## src/rtl/pipe_hazard_ctrl.sv

```systemverilog
// pipe_hazard_ctrl
// Hazard and pipeline-control unit for a 5-stage RISC-V core (IF, ID, EX,
// MEM, WB; branches resolve in MEM). A private scoreboard tracks the
// destinations in flight in EX, MEM and WB and drives stall, bubble, flush
// and operand-forwarding decisions from it.
//
// Optional feature macro: PIPE_HAZ_FWD_EN
//   defined   : EX/MEM and MEM/WB forwarding; only load-use stalls.
//   undefined : forward selects tied to 00; any RAW on an EX or MEM producer
//               stalls until that producer reaches WB.
//
// Ports
//   clk                  in  rising-edge clock
//   start                in  asynchronous active-low reset
//   ext_stall_i          in  external freeze
//   id_valid_i           in  ID stage holds a real instruction
//   id_rs1_i, id_rs2_i   in  ID source registers
//   id_rs1_used_i/rs2    in  source actually read
//   id_rd_i              in  ID destination register
//   id_regwrite_i        in  ID instruction writes rd
//   id_memread_i         in  ID instruction is a load
//   br_taken_i           in  taken branch in MEM
//   pc_stall_o           out hold PC
//   ifid_stall_o         out hold IF/ID
//   idex_bubble_o        out load NOP into ID/EX
//   flush_o              out clear IF/ID, ID/EX, EX/MEM
//   fwd_a_o, fwd_b_o     out EX operand select (00 RF, 01 EX/MEM, 10 MEM/WB)
//   stall_cnt_o          out saturating hazard-stall cycle count
//
// state  | meaning
// IDLE   | no hazard, no flush in progress
// HSTALL | previous cycle inserted a hazard bubble
// FLUSH  | multi-cycle flush running; flush_cnt = cycles left after this one
module pipe_hazard_ctrl #(
  parameter int RA_W      = 5,
  parameter int FLUSH_CYC = 1,
  parameter int CNT_W     = 16
) (
  input  logic            clk,
  input  logic            start,
  input  logic            ext_stall_i,
  input  logic            id_valid_i,
  input  logic [RA_W-1:0] id_rs1_i,
  input  logic [RA_W-1:0] id_rs2_i,
  input  logic            id_rs1_used_i,
  input  logic            id_rs2_used_i,
  input  logic [RA_W-1:0] id_rd_i,
  input  logic            id_regwrite_i,
  input  logic            id_memread_i,
  input  logic            br_taken_i,
  output logic            pc_stall_o,
  output logic            ifid_stall_o,
  output logic            idex_bubble_o,
  output logic            flush_o,
  output logic [1:0]      fwd_a_o,
  output logic [1:0]      fwd_b_o,
  output logic [CNT_W-1:0] stall_cnt_o
);

  typedef enum logic [1:0] {S_IDLE, S_HSTALL, S_FLUSH} state_t;

  localparam logic [3:0] FLUSH_RELOAD = 4'((FLUSH_CYC > 1) ? FLUSH_CYC - 2 : 0);

  state_t          state;
  logic [3:0]      flush_cnt;

  logic            ex_v, ex_rw, ex_mr;
  logic [RA_W-1:0] ex_rd;
  logic            mem_v, mem_rw, mem_mr;
  logic [RA_W-1:0] mem_rd;
  logic            wb_v, wb_rw, wb_mr;
  logic [RA_W-1:0] wb_rd;

  logic ex_prod, mem_prod;
  logic rs1_ex, rs2_ex, rs1_mem, rs2_mem;
  logic hazard, load_ex;

  // The WB slot and MEM memread never influence a decision: the register
  // file resolves WB write-before-read, and only a load in EX needs a stall.
  logic unused_sb;
  assign unused_sb = ^{wb_v, wb_rw, wb_mr, wb_rd, mem_mr, ex_mr};

  assign ex_prod  = ex_v  & ex_rw  & (ex_rd  != '0);
  assign mem_prod = mem_v & mem_rw & (mem_rd != '0);

  assign rs1_ex  = id_rs1_used_i & ex_prod  & (id_rs1_i == ex_rd);
  assign rs2_ex  = id_rs2_used_i & ex_prod  & (id_rs2_i == ex_rd);
  assign rs1_mem = id_rs1_used_i & mem_prod & (id_rs1_i == mem_rd);
  assign rs2_mem = id_rs2_used_i & mem_prod & (id_rs2_i == mem_rd);

`ifdef PIPE_HAZ_FWD_EN
  assign hazard = id_valid_i & ex_mr & (rs1_ex | rs2_ex);
`else
  assign hazard = id_valid_i & (rs1_ex | rs2_ex | rs1_mem | rs2_mem);
`endif

  // A freeze masks everything; a flush then masks the hazard response.
  assign flush_o       = ~ext_stall_i & (br_taken_i | (state == S_FLUSH));
  assign idex_bubble_o = ~ext_stall_i & hazard & ~flush_o;
  assign pc_stall_o    = ext_stall_i | idex_bubble_o;
  assign ifid_stall_o  = pc_stall_o;
  assign load_ex       = id_valid_i & ~idex_bubble_o & ~flush_o;

  always_ff @(posedge clk or negedge start) begin
    if (!start) begin
      ex_v   <= 1'b0; ex_rd  <= '0; ex_rw  <= 1'b0; ex_mr  <= 1'b0;
      mem_v  <= 1'b0; mem_rd <= '0; mem_rw <= 1'b0; mem_mr <= 1'b0;
      wb_v   <= 1'b0; wb_rd  <= '0; wb_rw  <= 1'b0; wb_mr  <= 1'b0;
    end else if (!ext_stall_i) begin
      wb_v   <= mem_v; wb_rd  <= mem_rd; wb_rw  <= mem_rw; wb_mr  <= mem_mr;
      mem_v  <= ex_v;  mem_rd <= ex_rd;  mem_rw <= ex_rw;  mem_mr <= ex_mr;
      ex_v   <= load_ex;
      ex_rd  <= load_ex ? id_rd_i : '0;
      ex_rw  <= load_ex & id_regwrite_i;
      ex_mr  <= load_ex & id_memread_i;
    end
  end

`ifdef PIPE_HAZ_FWD_EN
  logic [1:0] sel_a, sel_b, fwd_a_q, fwd_b_q;

  // EX producer wins over MEM: it holds the younger value of rd.
  assign sel_a = rs1_ex ? 2'b01 : (rs1_mem ? 2'b10 : 2'b00);
  assign sel_b = rs2_ex ? 2'b01 : (rs2_mem ? 2'b10 : 2'b00);

  always_ff @(posedge clk or negedge start) begin
    if (!start) begin
      fwd_a_q <= 2'b00;
      fwd_b_q <= 2'b00;
    end else if (!ext_stall_i) begin
      fwd_a_q <= load_ex ? sel_a : 2'b00;
      fwd_b_q <= load_ex ? sel_b : 2'b00;
    end
  end

  assign fwd_a_o = fwd_a_q;
  assign fwd_b_o = fwd_b_q;
`else
  assign fwd_a_o = 2'b00;
  assign fwd_b_o = 2'b00;
`endif

  always_ff @(posedge clk or negedge start) begin
    if (!start) begin
      stall_cnt_o <= '0;
    end else if (idex_bubble_o && !(&stall_cnt_o)) begin
      stall_cnt_o <= stall_cnt_o + 1'b1;
    end
  end

  always_ff @(posedge clk or negedge start) begin
    if (!start) begin
      state     <= S_IDLE;
      flush_cnt <= '0;
    end else if (!ext_stall_i) begin
      if (br_taken_i) begin
        // A branch (also one arriving mid-flush) restarts the full length.
        flush_cnt <= FLUSH_RELOAD;
        state     <= (FLUSH_CYC > 1) ? S_FLUSH : S_IDLE;
      end else if (state == S_FLUSH && flush_cnt != '0) begin
        flush_cnt <= flush_cnt - 1'b1;
      end else if (idex_bubble_o) begin
        state <= S_HSTALL;
      end else begin
        state <= S_IDLE;
      end
    end
  end

endmodule

```

## config.mk

```make
export PLATFORM = sky130hd
export DESIGN_NAME = pipe_hazard_ctrl
export DESIGN_NICKNAME = d
export VERILOG_FILES = /design/src/rtl/pipe_hazard_ctrl.sv
export SDC_FILE = /design/constraint.sdc
export NUM_CORES = 1
export LEC_CHECK = 0
export CORE_MARGIN = 2
export CORE_UTILIZATION = 46
export CTS_BUF_LIST = sky130_fd_sc_hd__clkbuf_16
export DETAILED_ROUTE_END_ITERATION = 16
export GPL_TIMING_DRIVEN = 0
export PLACE_DENSITY = 0.83
export SETUP_SLACK_MARGIN = 0.1
export SYNTH_ARGS = -nofsm -noshare
export SYNTH_HDL_FRONTEND = slang
export SYNTH_SLANG_ARGS = --single-unit
```

## constraint.sdc

```tcl
create_clock -name clk -period 7.1 [get_ports clk]
set_input_delay 2.13 -clock clk [delete_from_list [all_inputs] [get_ports clk]]
set_output_delay 2.13 -clock clk [all_outputs]
set_load 0.03 [all_outputs]
```

# [After elaboration in Yosys (flattened, before gate mapping)]
# Cells that the tools add are included.
[totals] ramBits=0 output_inout_bits=24 romBits=0 latch_bits=0 word_cells=60 reg_bits=36 mem_count=0 input_bits=24
[op_classes] eq_ne=6 shifts=0 muxes=6 order_cmp=0 mul=0 n_div=0 n_reduce_logical=10 bitwise_logic=27 n_addsub=2
[ops] operator="$eq 5x5->1" n=4
[ops] operator="$and 1x1->1" n=19
[ops] operator="$add 16x1->16 const B" n=1
[ops] operator="$reduce_and 16->1" n=1
[ops] operator="$reduce_bool 5->1" n=2
[ops] operator="$mux 4" n=2
[ops] operator="$mux 5" n=1
[ops] operator="$or 1x1->1" n=5
[ops] operator="$mux 2" n=2
[ops] operator="$reduce_and 2->1" n=2
[ops] operator="$reduce_bool 4->1" n=1
[ops] operator="$sub 4x1->4 const B" n=1
[ops] operator="$not 1->1" n=3
[ops] operator="$eq 2x2->1 const B" n=1
[ops] operator="$logic_and 1x1->1" n=2
[ops] operator="$ne 2x2->1 const B" n=1
[ops] operator="$reduce_bool 2->1" n=1
[ops] operator="$logic_not 1->1" n=1
[ops] operator="$mux 1" n=1

# [Depth between registers and ports, before layout]
[depth] ltp_word=14 ltp_mapped=9 ltp_nobuf=7

# [Worst setup path before layout]
# OpenSTA, ideal clock, no wires.
[synth_timing] kind="input -> output" start="input port id_rs2_i[0]" end="output port pc_stall_o" required_ns=4.970 setup_slack_ns=1.196 path_buffers=1 arrival_time_ns=3.774 stages=7 cell_sequence="xnor2_1 > nand4_1 > o22ai_1 > a22o_1 > nor2b_1 > or2_2 > buf_4"
[synth_between] elab_chain_len=9
[synth_lines] element="from (decl)" line="44" rtl="input logic [RA_W-1:0] id_rs2_i,"
[synth_lines] element="$eq 5x5->1" line="87" rtl="assign rs2_ex = id_rs2_used_i & ex_prod & (id_rs2_i == ex_rd);"
[synth_lines] element="$and 1x1->1" line="87"
[synth_lines] element="$or 1x1->1 (2 in series)" line="94" rtl="assign hazard = id_valid_i & (rs1_ex | rs2_ex | rs1_mem | rs2_mem);"
[synth_lines] element="$or 1x1->1 *" line="94"
[synth_lines] element="$and 1x1->1 *" line="94"
[synth_lines] element="$and 1x1->1 * (2 in series)" line="99" rtl="assign idex_bubble_o = ~ext_stall_i & hazard & ~flush_o;"
[synth_lines] element="via idex_bubble_o" line="53" rtl="output logic idex_bubble_o,"
[synth_lines] element="$or 1x1->1 *" line="100" rtl="assign pc_stall_o = ext_stall_i | idex_bubble_o;"
[synth_lines] element="to (decl)" line="51" rtl="output logic pc_stall_o,"
# The timed path passes the listed nets; every way through them passes the cells marked *.

# [Worst setup path in the final report]
[layout_timing] start="input port id_rs2_i[0]" end="output port pc_stall_o"
[layout_between] elab_chain_len=9
[layout_lines] element="$eq 5x5->1" line="87"
[layout_lines] element="$and 1x1->1" line="87"
[layout_lines] element="$or 1x1->1 (2 in series)" line="94"
[layout_lines] element="$or 1x1->1 *" line="94"
[layout_lines] element="$and 1x1->1 *" line="94"
[layout_lines] element="$and 1x1->1 * (2 in series)" line="99"
[layout_lines] element="$or 1x1->1 *" line="100"
# Mark *: on every way between the ends. The rest lies on a longest branch, timed or not.

==> summary by stage <==
Yosys
The most common cell in the netlist is sky130_fd_sc_hd__xnor2_1. The share of the yosys chip area belonging to registers is 46.2%. The area fraction of the dominant cell type after synthesis is 46.2%. For this run, the number of Yosys warnings is 0. Of the post-synthesis cell area, the part taken by muxes is 5.55%. The synthesized area is 1620 um^2. The complex-gate fraction of the synthesized area is 7.63%. The fraction of synthesized cell area in xor and xnor cells is 18.9%.

By area, the combinational part of the netlist is dominated by XOR/XNOR gates. The number of synthesized register bits is 30. The count of cell types in the netlist is 28.

Sorting the synthesized cells by area gives the leading types as sky130_fd_sc_hd__dfrtp_1 (46%), sky130_fd_sc_hd__xnor2_1 (18%), sky130_fd_sc_hd__mux2_2 (4.9%), sky130_fd_sc_hd__nand4_1 (4.2%), sky130_fd_sc_hd__a22o_1 (3.8%). The post-synthesis simple-gate area fraction is 16.8%. Summing the areas of all fa, ha and maj instances in the mapped netlist gives 0.770% of the synthesized area. In the synthesized netlist the async set-or-reset flop fraction comes to 100%. The number of enable-type register cells in the synthesized netlist is 0. The commonest cells after synthesis are sky130_fd_sc_hd__xnor2_1 (34), sky130_fd_sc_hd__dfrtp_1 (30), sky130_fd_sc_hd__nand2_1 (12), sky130_fd_sc_hd__nand4_1 (11), sky130_fd_sc_hd__nand3_1 (10). In the synthesized netlist, the number of instances is 152. Each instance of the synthesized netlist takes up on average around 11 um^2. The cell type with the largest total area after synthesis is sky130_fd_sc_hd__dfrtp_1. In the synthesized netlist the dominant register cell turns out to be sky130_fd_sc_hd__dfrtp_1.

Place
The half-perimeter wire length after placement is 2.85 mm. In this run the tool buffered the top-level ports with 41 buffer cells. The post-place instance area is 2100 um^2. The placer's final routability congestion estimate is ~0.85.

Timing
The post-route minimum period is roughly 6.7 ns. Setup repair after global routing left no endpoint under its margin. Summed over all failing endpoints, the final setup total negative slack is 0 ns. The tightest slew margin relative to the limit is 57.0%. The count of final hold-check violations is 0. The transition time of the tightest slew-check pin is 0.645 ns. Setup violations remaining at the end of the flow were counted as 0.

The final-report max-slew violation count is 0. Hold is met by 0.511 ns. Between clock sinks in the finished design, the worst skew comes to 0.00715 ns. The maximum clock frequency is 150 MHz. The share of the clock period used by the worst path is roughly 94%.

Floorplan
The die is 63.4 um wide. The initial core utilization is around half. The floorplan has 21 rows. The floorplan step set the die height to roughly 63 um. The area enclosed by the die boundary is slightly above 4000 um^2. The floorplan step defined a core boundary enclosing between 3000 and 4000 um^2.

The count of pins on the block boundary is 48.

Clock network
The clock buffer count from CTS is 5. The clock insertion delay at the later pin of the skew report is 0.27 ns. The cell sitting at the root of the clock tree is a sky130_fd_sc_hd__clkbuf_16.

The H-tree was split into 2 levels. The clock transition at the register clock pins on the worst setup and hold paths after CTS is 0.05 ns. The number of sinks handled by clock tree synthesis is 30. The number of gates given a new drive strength after cts is 0.

In this run, post-CTS hold repair placed 0 buffers. The buffer depth of the longest clock path is 2. The post-CTS repair timing setup buffer count is 0. TritonCTS built the clock tree.

Routing
The routed design has about 3.9 mm of wire. The detailed router finished its first iteration with 30 violations. The count of nets left with antenna violations once routing finished came out at 0. The ratio of routed vias to standard cells is 5.44.

The per-cell routed wire length is 15.5 um. Across all layers, the routed design uses 1360 vias. In the routed design, unresolved DRC markers number 0. The first-pass iteration count of the detailed router is 4.

Worst hold path
The min-delay analysis places its worst path in the category flip-flop to flip-flop. The start point of the worst hold path is mem_rw.

Setup path
Data on the critical path is required at its endpoint by 4.97 ns. In this run the critical register-to-register path is launched from stall_cnt_o[1]. The endpoint kind of the worst setup timing path is an output pin. The signal arrival time at the worst endpoint is 4.56 ns. By startpoint and endpoint, the worst setup path is classified as input pin to output pin.

STA classifies the critical path startpoint as an input pin. The cell family with the largest share of critical-path delay is buffers and inverters. Traced cell by cell, the critical path runs through clkdlybuf4s50_1, xnor2_1, nand4_1, o22ai_1, a22o_1, nor2b_1, or2_2, buf_4, clkdlybuf4s50_1. The number of buffers and inverters on the critical path is 3. Among the stages of the critical path, the cell type that occurs most often is sky130_fd_sc_hd__clkdlybuf4s50_1.

The largest single stage delay on the critical path is around 0.65 ns. The standard cell with the maximum stage delay on the critical path is sky130_fd_sc_hd__clkdlybuf4s50_1. Along the worst path, the maximum fanout reaches 3.

The source of the critical timing path is id_rs2_i[0].

Layout
With fillers left out, the area of the finished cells amounts to 2240 um^2. Across the whole layout, storage elements account for ~750 um^2. The fill cell instance count of the final layout is 269.

The area used by multi-input combinational logic is 821 um^2. The net count reported at finish is 228. Compared with the post-synthesis result, the final layout area differs by 37.7%.

The core utilization of the finished layout is 66.5%. The number of antenna diodes in the final layout is 0. Of the cells placed in the final design, the portion with a size suffix greater than 1 is 10.8%.

Power and ir drop
The design draws 0.431 mW. The worst-case IR drop observed on VDD is 0.000170 V. For this design the ratio of total power to cell area is 193 nW/um^2. The leakage power is around 0.94 nW.

Global route
Entering global routing, the biggest net connects 31 pins. Global routing finished with a remaining overflow of 0. The via count of the first global-routing pass is 1449. The first global-routing pass estimated 6.94 mm of wire. The global router's overall resource usage is 22.5%. The initial antenna violation count is 0.

Run status
The run finished with clean final reports.

Job
The tool flagged a number of max-cap violations equal to 0.
sequential cells by signal, indices dropped and copies added, names as in the netlist:
signal and flops:
mem_v 1, mem_rd 5, ex_rd 5, ex_rw 1, stall_cnt_o 16, ex_v 1
mem_rw 1
metal layers:
layer | vias to the layer above | share of wire [%] | GRT usage [%] | routed length [um]
met4 | 0 | 1.5 | 8.70 | 60
li1 | 631 | - | - | -
met3 | 6 | 5.2 | 6.79 | 201
met2 | 45 | 52 | 38.9 | 2010
met1 | 678 | 41 | 25.8 | 1610
met5 | - | 0 | 0 | 0
path summary, 6_finish.rpt:
kind	endpoint	slack, ns	cells after the start
min reg2reg	mem_rw	0.51	1
max reg2reg	stall_cnt_o[14]	4.80	9
max in group asynchronous	ex_rd[1]	4.79	1
min	mem_rw	0.51	1
max	pc_stall_o	0.41	9
min in group asynchronous	mem_rd[3]	1.88	1
layout make-up:
type | instances | share of cell area, %
Clock buffer | 5 | 5.60
Sequential cell | 30 | 33.6
Tap cell | 46 | 2.57
Multi-Input combinational cell | 115 | 36.7
Clock inverter | 3 | 0.560
Timing Repair Buffer | 41 | 18.1
Buffer | 10 | 2.85
placed cells by master (no fill, tap or decap), types with 3 or more instances in the layout:
cell type	instances
sky130_fd_sc_hd__xnor2_1	34
sky130_fd_sc_hd__clkdlybuf4s50_1	40
sky130_fd_sc_hd__clkbuf_1	3
sky130_fd_sc_hd__nand4_1	11
sky130_fd_sc_hd__dfrtp_1	30
sky130_fd_sc_hd__mux2_2	7
sky130_fd_sc_hd__a22o_1	7
sky130_fd_sc_hd__nand2_1	12
sky130_fd_sc_hd__and3_1	4
sky130_fd_sc_hd__nor2_1	7
sky130_fd_sc_hd__conb_1	4
sky130_fd_sc_hd__clkbuf_16	5
sky130_fd_sc_hd__buf_4	5
sky130_fd_sc_hd__nand3_1	10
cell families after synthesis:
family,Yosys count
AO/OA/AOI/OAI,14
XOR/XNOR,35
adder cells (fa/ha/maj),1
buffers and inverters,10
flip-flops,30
multiplexers,8
other,1
AND/OR/NAND/NOR,53
power breakdown:
group | internal [mW] | switching, mW
registers | 0.177 | 0.00758
logic | 0.0289 | 0.0228
clock network | 0.126 | 0.0685
metrics by stage:
stage,setup slack (ns),instances
2_1_floorplan,1.20,155
3_3_place_gp,0.500,242
3_5_place_dp,0.435,242
4_1_cts,0.416,250
5_1_grt,0.300,250
6_report,0.413,250
Note: power is estimated with default switching activity, not from simulation.
